<file path="config.mk">
export PLATFORM = sky130hd
export DESIGN_NAME = sat_counter
export DESIGN_NICKNAME = d
export VERILOG_FILES = /design/src/rtl/sat_counter.sv
export SDC_FILE = /design/constraint.sdc
export NUM_CORES = 1
export LEC_CHECK = 0
export ABC_AREA = 1
export CAP_MARGIN = 20
export CORE_UTILIZATION = 50
export CTS_CLUSTER_SIZE = 8
export DETAILED_ROUTE_END_ITERATION = 8
export DONT_BUFFER_PORTS = 1
export PLACE_DENSITY = 0.71
export SLEW_MARGIN = 15
export SYNTH_ARGS = -nofsm -noshare
export SYNTH_HDL_FRONTEND = slang
export SYNTH_SLANG_ARGS = --single-unit
</file>
<file path="constraint.sdc">
create_clock -name clk_i -period 1.9 [get_ports clk_i]
set_input_delay 0.285 -clock clk_i [delete_from_list [all_inputs] [get_ports clk_i]]
set_output_delay 0.285 -clock clk_i [all_outputs]
set_load 0.02 [all_outputs]
</file>
<file path="src/rtl/sat_counter.sv">
// Saturating up-counter with synchronous clear that wins over increment.
module sat_counter #(
    parameter int unsigned CNT_W = 32
) (
    input  logic             clk_i,
    input  logic             rst_i,
    input  logic             inc_i,
    input  logic             clr_i,
    output logic [CNT_W-1:0] count_o
);
    logic [CNT_W-1:0] count_q, count_d;

    // Next count: clear first, then increment unless already all-ones.
    always_comb begin
        count_d = count_q;
        if (clr_i) begin
            count_d = '0;
        end else if (inc_i && (count_q != {CNT_W{1'b1}})) begin
            count_d = count_q + {{(CNT_W-1){1'b0}}, 1'b1};
        end
    end

    // Count register with asynchronous reset.
    always_ff @(posedge clk_i or posedge rst_i) begin
        if (rst_i) begin
            count_q <= '0;
        end else begin
            count_q <= count_d;
        end
    end

    assign count_o = count_q;
endmodule

</file>
==> impl_metrics.csv, run 1 <==
group,metric,value,unit
outcome,status,"finished, final reports clean",
yosys,ys_seq_elements,32,
clocking,root_buffer,"clkbuf_8",
yosys,synth_edf_count,0,
finish,seq_area,801,sq um
route,route.top_layer_used,"met4",
route,firstDrtPassIters,5,
power_and_ir_drop,p_sw,328,uW
floorplanning,die_h,69.5,um
power_and_ir_drop,swShare,0.241,
clocking,clk_latency,300,ps
placement,routabilityCongestion,0.920,
yosys,netlist_instances,360,
global_route,antenna_found_initial,0,
global_route,grt_max_degree,33,
global_route,globalRouteTotalUtil,0.284,
critical_path,startpoint,"count_o[0]$_DFFE_PP0P_",
power_and_ir_drop,pwr-share-comb,0.066,
floorplanning,ioPinCount,36,
timing,slew_headroom,0.717,
power_and_ir_drop,ir_worst_vdd,0.418,mV
timing,final-hold-violation-count,0,
global_route,grt_pass1_vias,2238,
critical_path,end_kind,"register",
critical_path,crit_path_max_incr_delay,360,ps
floorplanning,fp.dieArea,0.00482,sq mm
critical_path,path_cells,"ha_2 -> nand2_1 -> nor2_4 -> nand2_4 -> nor2_8 -> buf_4 -> nand2_4 -> nand2_8 -> nand2_4 -> buf_8 -> nand2_1 -> o21ai_0",
min_path,holdCritPathClass,"primary input to register",
power_and_ir_drop,internal_power,1030,uW
critical_path,critPathRequiredTime,2070,ps
timing,clock.fmax,564,MHz
floorplanning,die_w,69.5,um
yosys,syn_area,0.00227,sq mm
critical_path,r2r_start,"count_o[0]$_DFFE_PP0P_",
critical_path,crit_buf_inv,2,
timing,drv_slew,0,
critical_path,startpoint_type,"register",
critical_path,rrSetupSlack,130,ps
global_route,grt_pass1_wl,10700,um
placement,dpl.hpwl,4710,um
route,wl,6340,um
yosys,synth_fp_nets,365,
route,drcViolationCount,0,
floorplanning,core_area,0.00435,sq mm
power_and_ir_drop,seqPwrFrac,0.504,
critical_path,crit_top_cell,"nand2_4",
critical_path,cp_slowest_cell,"dfrtp_1",
route,drtIter0Drc,204,
timing,finalSetupViolCount,0,
global_route,grt_overflow,0,
yosys,yosysSeqAreaShare,0.352,
yosys,synthArstFlopShare,1.00,
finish,multi_input_area,0.00131,sq mm
power_and_ir_drop,powerDensity,487,mW/mm^2
yosys,yosysUniqueCellTypes,29,
clocking,numCtsBuffers,5,
clocking,htreeDepth,2,
placement,port_buffers,0,
yosys,yosysMostFrequentCell,"nand2_1",
yosys,synth.area.top_cells,"dfrtp_1, nand2_1, nor2_1",
clocking,cts_sinks,32,
yosys,avgSynthCellArea,6.32,sq um
route,met3_length,450,um
route,wire_per_inst,13.8,um
route,wl_met1,2810,um
yosys,ys.flop_type,"dfrtp_1",
critical_path,path_class,"register to register",
finish,largest_reg_flops,32,
finish,fillers,406,
yosys,synth.top_cell.area_share,0.352,
power_and_ir_drop,p_leak,0.00138,uW
floorplanning,placementRows,24,
route,ant_nets,0,
timing,tightestPinTransition,425,ps
timing,whs,143,ps
route,num_vias,2397,
route,vias_per_cell,5.22,
finish,area_growth,22.9,%
critical_path,cp_max_fo,19,
yosys,yosysWarnings,0,
clocking,clk_pin_slew,70,ps
timing,fin_crit_sh,0.934,
finish,fin_util,0.642,
clocking,cts_setup_buffers,0,
timing,finalClockSkew,6.76,ps
job,drv_cap,0,
finish,antenna_cells,0,
critical_path,crit_arrival,1950,ps
power_and_ir_drop,clock_power_share,0.430,
floorplanning,start_util,0.522,
min_path,hp-start,"clr_i",
timing,fin_crit,1770,ps
yosys,netlist_top_cells_count,"nand2_1, nor2_1, inv_1",
finish,drive_above_1_share,0.184,
clocking,cts_tree,"built",
critical_path,cpLargestDelayFamily,"simple AND/OR/NAND/NOR gates",
finish,nets,412,
yosys,synth_top_cell_by_area,"dfrtp_1",
route,route.met2.wl,2970,um
clocking,cts_buffer_depth,2,
-- worst reg2reg max path: cells and delay by family, from the launching register on --
| kind | cells | cell delay (ps) |
|---|---|---|
| compound gates | 1 | 70 |
| fa+ha+maj | 1 | 200 |
| buf+inv | 2 | 300 |
| flops | 1 | 360 |
| simple gates | 8 | 710 |
-- kinds of logic after synthesis --
| logic type | share of synthesized area |
|---|---|
| adders and majority gates | 0.00550 |
| xor gates and xnor gates | 0.0154 |
| buffers and inverters | 0.0825 |
| AOI/OAI and AO/OA | 0.0556 |
| DFF | 0.352 |
| and+or+nand+nor | 0.489 |
-- layout make-up --
type,count,share of cell area
Tap cell,52,0.0233
Multi-Input combinational cell,284,0.470
Sequential cell,32,0.286
Timing Repair Buffer,48,0.137
Clock buffer,7,0.0345
Inverter,36,0.0492
-- layout by cell type (no fill, tap or decap), types with 2 or more instances in the layout --
| cell type | instances |
|---|---|
| nand2_1 | 143 |
| nor3_1 | 2 |
| nand4_1 | 10 |
| nor2_1 | 54 |
| a21oi_1 | 2 |
| o21ai_0 | 13 |
| and2_1 | 2 |
| nand2_2 | 3 |
| nor2_2 | 3 |
| xor2_1 | 3 |
| nand2_4 | 3 |
| inv_1 | 34 |
| o21ai_2 | 3 |
| buf_4 | 45 |
| nor2_4 | 3 |
| clkbuf_8 | 7 |
| o21bai_1 | 2 |
| nand3_1 | 30 |
| dfrtp_1 | 32 |
-- per-stage QoR --
stage                     power (uW)  TNS [ps]  std cells  setup WS (ps)  area [sq um]
after floorplan                  759         0        360           45.7          2270
after global placement           783         0        451            121          2650
after detailed placement         783         0        451           62.7          2650
after CTS                       1360         0        459           46.0          2760
after global routing            1410     -28.9        459          -15.3          2800
final                           1360         0        459            126          2800
-- routing by layer --
layer,up-vias,track usage
li1,1219,-
met1,1099,0.390
met2,69,0.427
met3,10,0.0770
met4,0,0.104
met5,-,0
-- worst paths after layout --
| path | cells after the start | to |
|---|---|---|
| hold reg to reg | 3 | count_o[9]$_DFFE_PP0P_ |
| max in group asynchronous | 3 | count_o[12]$_DFFE_PP0P_ |
| setup / recovery | 12 | count_o[12]$_DFFE_PP0P_ |
| hold / removal | 3 | count_o[16]$_DFFE_PP0P_ |
| setup reg to reg | 12 | count_o[12]$_DFFE_PP0P_ |
| min in group asynchronous | 3 | count_o[1]$_DFFE_PP0P_ |
-- power by group through the flow --
stage	logic [uW]	clock network (uW)	registers, uW
2_1_floorplan	54.1	0	705
3_3_place_gp	83.4	0	699
3_5_place_dp	83.7	0	700
4_1_cts	85.6	593	687
5_1_grt	99.6	629	687
6_report	89.6	586	687
-- repair_timing --
item / in CTS / in global routing
gates resized for setup: 0 / 9
hold buffers: 1 / 0
setup endpoints to repair: 0 / 26
endpoints found under the hold margin: 32 / 0
Note: power is estimated with default switching activity, not from simulation.
==> run 2, diff against run 1 <==
- ABC_CLOCK_PERIOD_IN_PS: default -> 1900
==> results of run 2 <==
Same layout as run 1: the final DEF is identical, and so are final timing and power.
